===== src/rtl/pic_pkg.sv =====
// Shared definitions for the PIC read/write control stage: state encoding,
// command-word bit positions and data bus buffer read selects.
package pic_pkg;

   typedef enum logic [2:0] {
      WAIT_ICW1,
      WAIT_ICW2,
      WAIT_ICW3,
      WAIT_ICW4,
      READY
   } state_e;

   localparam int ICW1_IC4  = 0;
   localparam int ICW1_SNGL = 1;
   localparam int ICW1_LTIM = 3;
   localparam int ICW1_ID   = 4;

   localparam int ICW4_UPM  = 0;
   localparam int ICW4_AEOI = 1;
   localparam int ICW4_SFNM = 4;

   localparam int OCW_SEL3  = 3;

   localparam int OCW3_RIS  = 0;
   localparam int OCW3_RR   = 1;
   localparam int OCW3_P    = 2;
   localparam int OCW3_SMM  = 5;
   localparam int OCW3_ESMM = 6;

   localparam logic [1:0] SEL_IRR = 2'b10;
   localparam logic [1:0] SEL_ISR = 2'b11;
   localparam logic [1:0] SEL_VEC = 2'b00;

endpackage


===== src/rtl/pin_synchronizer.sv =====
// Multi-flop synchroniser for raw CPU pins; resets to the inactive (high) pin level
// so no false edge is seen when reset is released.
module pin_synchronizer #(
   parameter int WIDTH  = 4,
   parameter int STAGES = 2
) (
   input  logic             clk,
   input  logic             reset_n,
   input  logic [WIDTH-1:0] pins_i,
   output logic [WIDTH-1:0] sync_o
);

   logic [STAGES-1:0][WIDTH-1:0] stage_q;

   always_ff @(posedge clk or negedge reset_n) begin
      if (!reset_n) begin
         stage_q <= '1;
      end else begin
         stage_q <= {stage_q[STAGES-2:0], pins_i};
      end
   end

   assign sync_o = stage_q[STAGES-1];

endmodule


===== src/rtl/pic_rw_control.sv =====
// PIC read/write control: synchronises CPU pins, sequences ICW1-4 / OCW1-3
// writes into configuration registers and steers the data bus buffer read select.
module pic_rw_control
   import pic_pkg::*;
#(
   parameter int SYNC_STAGES = 2
) (
   input  logic       clk,
   input  logic       reset_n,
   input  logic       CS_n,
   input  logic       RD_n,
   input  logic       WR_n,
   input  logic       A0,
   input  logic [7:0] command_word,
   input  logic       inta_drive,
   output logic       direction,
   output logic [1:0] read_register,
   output logic       init_strobe,
   output logic       init_done,
   output logic       ltim,
   output logic       single_mode,
   output logic       ic4,
   output logic [4:0] vector_base,
   output logic [7:0] cascade_cfg,
   output logic       upm,
   output logic       aeoi,
   output logic       sfnm,
   output logic [7:0] imr,
   output logic       ocw2_strobe,
   output logic [2:0] ocw2_cmd,
   output logic [2:0] ocw2_level,
   output logic       special_mask,
   output logic       poll_ack
);

   logic [3:0] pins_sync;
   logic       cs, rd, wr, a0;

   pin_synchronizer #(
      .WIDTH  (4),
      .STAGES (SYNC_STAGES)
   ) u_sync (
      .clk     (clk),
      .reset_n (reset_n),
      .pins_i  ({CS_n, RD_n, WR_n, A0}),
      .sync_o  (pins_sync)
   );

   assign cs = ~pins_sync[3];
   assign rd = ~pins_sync[2];
   assign wr = ~pins_sync[1];
   assign a0 =  pins_sync[0];

   state_e     state_q, state_d;
   logic [7:0] data_q, data_d;
   logic       a0_cap_q, a0_cap_d;
   logic       cap_valid_q, cap_valid_d;
   logic       wr_prev_q, rd_prev_q;
   logic       ltim_q, ltim_d, single_q, single_d, ic4_q, ic4_d;
   logic [4:0] vector_base_q, vector_base_d;
   logic [7:0] cascade_q, cascade_d;
   logic       upm_q, upm_d, aeoi_q, aeoi_d, sfnm_q, sfnm_d;
   logic [7:0] imr_q, imr_d;
   logic       init_strobe_q, init_strobe_d;
   logic       ocw2_strobe_q, ocw2_strobe_d;
   logic [2:0] ocw2_cmd_q, ocw2_cmd_d, ocw2_level_q, ocw2_level_d;
   logic       special_mask_q, special_mask_d;
   logic       ris_q, ris_d;
   logic       poll_pending_q, poll_pending_d;
   logic       poll_read_q, poll_read_d;
   logic       poll_ack_q, poll_ack_d;
   logic       direction_q, direction_d;
   logic [1:0] read_register_q, read_register_d;
   logic       commit, rd_fall, plain_read;

   // Commit happens when synchronised WR falls after at least one chip-selected capture.
   assign commit     = wr_prev_q & ~wr & cap_valid_q;
   assign rd_fall    = rd_prev_q & ~rd;
   assign plain_read = cs & rd & ~wr & ~a0;

   always_comb begin
      state_d         = state_q;
      data_d          = data_q;
      a0_cap_d        = a0_cap_q;
      cap_valid_d     = cap_valid_q;
      ltim_d          = ltim_q;
      single_d        = single_q;
      ic4_d           = ic4_q;
      vector_base_d   = vector_base_q;
      cascade_d       = cascade_q;
      upm_d           = upm_q;
      aeoi_d          = aeoi_q;
      sfnm_d          = sfnm_q;
      imr_d           = imr_q;
      init_strobe_d   = 1'b0;
      ocw2_strobe_d   = 1'b0;
      ocw2_cmd_d      = ocw2_cmd_q;
      ocw2_level_d    = ocw2_level_q;
      special_mask_d  = special_mask_q;
      ris_d           = ris_q;
      poll_pending_d  = poll_pending_q;
      poll_read_d     = poll_read_q;
      poll_ack_d      = 1'b0;
      direction_d     = 1'b0;
      read_register_d = {1'b1, ris_q};

      if (cs & wr) begin
         data_d      = command_word;
         a0_cap_d    = a0;
         cap_valid_d = 1'b1;
      end

      if (inta_drive) begin
         direction_d     = 1'b1;
         read_register_d = SEL_VEC;
      end else if (plain_read) begin
         direction_d     = 1'b1;
         read_register_d = poll_pending_q ? SEL_VEC : {1'b1, ris_q};
         if (poll_pending_q) poll_read_d = 1'b1;
      end

      if (rd_fall & poll_read_q) begin
         poll_read_d    = 1'b0;
         poll_pending_d = 1'b0;
         poll_ack_d     = 1'b1;
      end

      // Write decode runs last so that ICW1 overrides any concurrent poll bookkeeping.
      if (commit) begin
         cap_valid_d = 1'b0;
         if (!a0_cap_q && data_q[ICW1_ID]) begin
            init_strobe_d  = 1'b1;
            ltim_d         = data_q[ICW1_LTIM];
            single_d       = data_q[ICW1_SNGL];
            ic4_d          = data_q[ICW1_IC4];
            imr_d          = 8'h00;
            special_mask_d = 1'b0;
            poll_pending_d = 1'b0;
            poll_read_d    = 1'b0;
            ris_d          = 1'b0;
            if (!data_q[ICW1_IC4]) begin
               upm_d  = 1'b0;
               aeoi_d = 1'b0;
               sfnm_d = 1'b0;
            end
            state_d = WAIT_ICW2;
         end else begin
            case (state_q)
               WAIT_ICW2: if (a0_cap_q) begin
                  vector_base_d = data_q[7:3];
                  if (!single_q)  state_d = WAIT_ICW3;
                  else if (ic4_q) state_d = WAIT_ICW4;
                  else            state_d = READY;
               end
               WAIT_ICW3: if (a0_cap_q) begin
                  cascade_d = data_q;
                  state_d   = ic4_q ? WAIT_ICW4 : READY;
               end
               WAIT_ICW4: if (a0_cap_q) begin
                  upm_d   = data_q[ICW4_UPM];
                  aeoi_d  = data_q[ICW4_AEOI];
                  sfnm_d  = data_q[ICW4_SFNM];
                  state_d = READY;
               end
               READY: begin
                  if (a0_cap_q) begin
                     imr_d = data_q;
                  end else if (!data_q[OCW_SEL3]) begin
                     ocw2_strobe_d = 1'b1;
                     ocw2_cmd_d    = data_q[7:5];
                     ocw2_level_d  = data_q[2:0];
                  end else begin
                     if (data_q[OCW3_RR])   ris_d          = data_q[OCW3_RIS];
                     if (data_q[OCW3_ESMM]) special_mask_d = data_q[OCW3_SMM];
                     if (data_q[OCW3_P])    poll_pending_d = 1'b1;
                  end
               end
               default: ;
            endcase
         end
      end
   end

   always_ff @(posedge clk or negedge reset_n) begin
      if (!reset_n) begin
         state_q         <= WAIT_ICW1;
         data_q          <= 8'h00;
         a0_cap_q        <= 1'b0;
         cap_valid_q     <= 1'b0;
         wr_prev_q       <= 1'b0;
         rd_prev_q       <= 1'b0;
         ltim_q          <= 1'b0;
         single_q        <= 1'b0;
         ic4_q           <= 1'b0;
         vector_base_q   <= 5'h00;
         cascade_q       <= 8'h00;
         upm_q           <= 1'b0;
         aeoi_q          <= 1'b0;
         sfnm_q          <= 1'b0;
         imr_q           <= 8'h00;
         init_strobe_q   <= 1'b0;
         ocw2_strobe_q   <= 1'b0;
         ocw2_cmd_q      <= 3'b000;
         ocw2_level_q    <= 3'b000;
         special_mask_q  <= 1'b0;
         ris_q           <= 1'b0;
         poll_pending_q  <= 1'b0;
         poll_read_q     <= 1'b0;
         poll_ack_q      <= 1'b0;
         direction_q     <= 1'b0;
         read_register_q <= SEL_IRR;
      end else begin
         state_q         <= state_d;
         data_q          <= data_d;
         a0_cap_q        <= a0_cap_d;
         cap_valid_q     <= cap_valid_d;
         wr_prev_q       <= wr;
         rd_prev_q       <= rd;
         ltim_q          <= ltim_d;
         single_q        <= single_d;
         ic4_q           <= ic4_d;
         vector_base_q   <= vector_base_d;
         cascade_q       <= cascade_d;
         upm_q           <= upm_d;
         aeoi_q          <= aeoi_d;
         sfnm_q          <= sfnm_d;
         imr_q           <= imr_d;
         init_strobe_q   <= init_strobe_d;
         ocw2_strobe_q   <= ocw2_strobe_d;
         ocw2_cmd_q      <= ocw2_cmd_d;
         ocw2_level_q    <= ocw2_level_d;
         special_mask_q  <= special_mask_d;
         ris_q           <= ris_d;
         poll_pending_q  <= poll_pending_d;
         poll_read_q     <= poll_read_d;
         poll_ack_q      <= poll_ack_d;
         direction_q     <= direction_d;
         read_register_q <= read_register_d;
      end
   end

   assign direction     = direction_q;
   assign read_register = read_register_q;
   assign init_strobe   = init_strobe_q;
   assign init_done     = (state_q == READY);
   assign ltim          = ltim_q;
   assign single_mode   = single_q;
   assign ic4           = ic4_q;
   assign vector_base   = vector_base_q;
   assign cascade_cfg   = cascade_q;
   assign upm           = upm_q;
   assign aeoi          = aeoi_q;
   assign sfnm          = sfnm_q;
   assign imr           = imr_q;
   assign ocw2_strobe   = ocw2_strobe_q;
   assign ocw2_cmd      = ocw2_cmd_q;
   assign ocw2_level    = ocw2_level_q;
   assign special_mask  = special_mask_q;
   assign poll_ack      = poll_ack_q;

endmodule


===== config.mk =====
export PLATFORM = sky130hd
export DESIGN_NAME = pic_rw_control
export DESIGN_NICKNAME = d
export VERILOG_FILES = /design/src/rtl/pic_pkg.sv /design/src/rtl/pin_synchronizer.sv /design/src/rtl/pic_rw_control.sv
export SDC_FILE = /design/constraint.sdc
export NUM_CORES = 1
export LEC_CHECK = 0
export BUFFER_PORTS_ARGS = -buffer_cell sky130_fd_sc_hd__buf_4
export CAP_MARGIN = 20
export CORE_ASPECT_RATIO = 0.6
export CORE_MARGIN = 10
export CORE_UTILIZATION = 55
export CTS_BUF_LIST = sky130_fd_sc_hd__clkbuf_8
export DETAILED_ROUTE_END_ITERATION = 8
export GPL_TIMING_DRIVEN = 1
export HOLD_SLACK_MARGIN = 0.12
export PLACE_DENSITY = 0.81
export SYNTH_ARGS = -nofsm -noshare
export SYNTH_HDL_FRONTEND = slang
export SYNTH_SLANG_ARGS = --single-unit

===== constraint.sdc =====
create_clock -name clk -period 2.2 [get_ports clk]
set_clock_uncertainty 0.1 [all_clocks]
set_input_delay 0 -clock clk [delete_from_list [all_inputs] [get_ports clk]]
set_output_delay 0 -clock clk [all_outputs]
set_load 0.05 [all_outputs]

==> run metrics <==
Root Buffer clkbuf_8; global placement routability congestion 0.929; commonest non-fill, non-tap cells in the layout 60 x buf_4, 57 x dfrtp_1, 27 x mux2_2; maximum number of pins on one net before global-route repair 67; WL final 5790 um; fin. max-slew vios 0; number of hold violations in the final report 0; ANT nets after route 0; Mapped Cells 203; share of post-route cells with drive strength above 1 39.9%; # rows 19; Via-to-Cell Ratio 5.38; CP Cell Sequence and3_1, nand2_2, nor3b_4, mux2_2; Area Growth Syn to Fin 31.7%; Req. time, crit path 2.32 ns; I/O Pins 56; Yosys cell types 39; Syn Nets 218; Worst-Skew Late Latency 0.34 ns; Design Area, Final 0.00342 mm2; n_diodes 0; total CTS buffers 9; clk buf depth 2; max-cap viol count 0; grt ovf 0; I/O Buffers 55; initial antenna violation count 0; Sequential Power Share 40.3%; Seq/Total Area, Yosys 64.0%; post-CTS sizing 0; most common cell after layout, fill and taps aside buf_4; Leak 0.00169 uW; max_slew headroom 39.8%; PwrDens 1260 mW/mm2; Int Power 2580 uW; crit-path max cell delay 0.57 ns; Die Height 73.2 um; WS Path Type reg2reg; DRC errors left 0; die area 0.00796 mm2; setup TNS 0 ns; initial core utilization 56.9%; Critical Path Start Type flop; hpwl dp 4060 um; Finished Core Util 74.9%; DIE WIDTH 109 um; yosys warns 0; Setup-failing EPs final 0; routed vias 1,877; layout net count 296; critical path data arrival time 1.99 ns; routed len/inst 16.6 um; fmax 534 MHz; HP Class in2async; Worst setup EP type flop; area of the mapped netlist 0.00260 mm2; share of the clock period used by the worst path after layout 85.1%; clk slew on worst S/H paths 0.07 ns; Sw Pwr 1750 uW; Max IR drop VDD 0.000772 V; CTS tree built; RSZ-0062 raised after global routing no; worst-path fanout max 8; fin crit period 1.87 ns; core area 0.00456 mm2; vias in the first global route 1,912; #FFs+latches synth 66; worst-margin pin slew 0.899 ns; DRT iter0 DRCs 116; status completed; Post-Syn Area per Cell 12.8 um2; placed inst area 0.00309 mm2; Sink Count 66; Max stage delay cell, worst path dfstp_2; switch share 40.4%; clock network fraction of total power 22.2%; H-Tree Depth 3; first-pass GRT wire length 9700 um; fillers 307; combinational power share 37.5%; GRT Resource Usage Total 15.7%; DR pass1 iterations 5
## Yosys cell counts, drive strengths merged
cell | count | area share, %
a211o | 1 | 0.34
a21boi | 1 | 0.29
a21o | 1 | 0.29
a21oi | 2 | 0.39
a22o | 1 | 0.34
a31o | 1 | 0.34
a31oi | 2 | 0.48
a32oi | 7 | 2.4
and2 | 4 | 0.96
and2b | 1 | 0.29
and3 | 6 | 1.4
and4 | 1 | 0.34
and4b | 2 | 0.77
buf | 3 | 0.77
clkbuf | 4 | 0.58
dfrtp | 57 | 55
dfstp | 9 | 9.1
inv | 5 | 0.72
mux2 | 28 | 12
mux2i | 1 | 0.39
nand2 | 24 | 3.6
nand2b | 1 | 0.24
nand3 | 3 | 0.58
nand3b | 1 | 0.29
nor2 | 7 | 1.0
nor2b | 3 | 0.72
nor3 | 2 | 0.39
nor3b | 2 | 1.0
nor4 | 1 | 0.24
o21ai | 18 | 3.5
o221a | 1 | 0.43
o22a | 1 | 0.34
or2 | 1 | 0.24
or3 | 1 | 0.24
## flip-flops by register name, indices dropped and copies added (netlist names), 2 cells and up
| signal | count |
|---|---|
| cascade_cfg | 8 |
| data_q | 8 |
| imr | 8 |
| ocw2_cmd | 3 |
| ocw2_level | 3 |
| read_register | 2 |
| state_q | 3 |
| u_sync.stage_q | 4 |
| u_sync.sync_o | 4 |
| vector_base | 5 |
## critical path, delay by kind of cell (launching register included)
family / cells / cell delay [ns]
multiplexers: 1 / 0.38
flip-flops: 1 / 0.57
AND/OR/NAND/NOR: 3 / 0.71
## cells by family after synthesis
group | count (synthesis) | synth area share [%]
AO/OA/AOI/OAI | 36 | 9.06
buffers and inverters | 12 | 2.07
flip-flops | 66 | 64.0
multiplexers | 29 | 12.5
AND/OR/NAND/NOR | 60 | 12.3
## per-layer routing
| metal | track usage [%] | part of all wire, % | vias up |
|---|---|---|---|
| li1 | - | - | 880 |
| met1 | 20.5 | 46 | 932 |
| met2 | 22.9 | 46 | 58 |
| met3 | 6.97 | 7.3 | 7 |
| met4 | 4.37 | 0.79 | 0 |
| met5 | 0 | 0 | - |
## stage by stage
step	total power, uW	instances	worst slack, ns	hold WS, ns
2_1_floorplan	2820	203	0.391	-0.396
3_3_place_gp	3340	319	0.388	0.00941
3_5_place_dp	3370	319	0.328	0.0106
4_1_cts	4350	349	0.317	0.199
5_1_grt	4540	349	0.172	0.204
6_report	4320	349	0.327	0.186
## path summary, 6_finish.rpt
kind	to	slack [ns]	depth (start not counted)	start
min in group clk	u_sync.stage_q[0]$_DFF_PN1_	0.22	2	A0
max	cascade_cfg[1]$_DFFE_PN0P_	0.33	4	u_sync.sync_o[1]$_DFF_PN1_
min	state_q[2]$_DFFE_PN0P_	0.19	2	reset_n
max in group asynchronous	upm$_DFFE_PN0P_	1.29	2	reset_n
min reg2reg	u_sync.sync_o[1]$_DFF_PN1_	0.25	0	u_sync.stage_q[1]$_DFF_PN1_
max reg2reg	cascade_cfg[1]$_DFFE_PN0P_	0.33	4	u_sync.sync_o[1]$_DFF_PN1_
## power groups by stage
| stage | sequential [uW] | combinational (uW) | clock [uW] |
|---|---|---|---|
| CTS | 1740 | 1640 | 976 |
| global placement | 1750 | 1590 | 0 |
| global route | 1780 | 1720 | 1040 |
| floorplan | 2410 | 415 | 0 |
| finish | 1740 | 1620 | 958 |
| detailed placement | 1760 | 1620 | 0 |
## area by class of cell
type                       count  area [um2]  area share (%)
sequential                    66        1660            48.6
tap                           63        78.8            2.30
clock inverter                 6        51.3            1.50
multi-input combinational    125         881            25.7
timing repair buffer          74         591            17.3
clock buffer                  10         138            4.02
inverter                       5        18.8           0.549
## what timing repair did
action,in CTS,in global routing
hold buffers,14,0
setup buffers,0,0
hold endpoints to repair,82,0
Note: power is estimated with default switching activity, not from simulation.
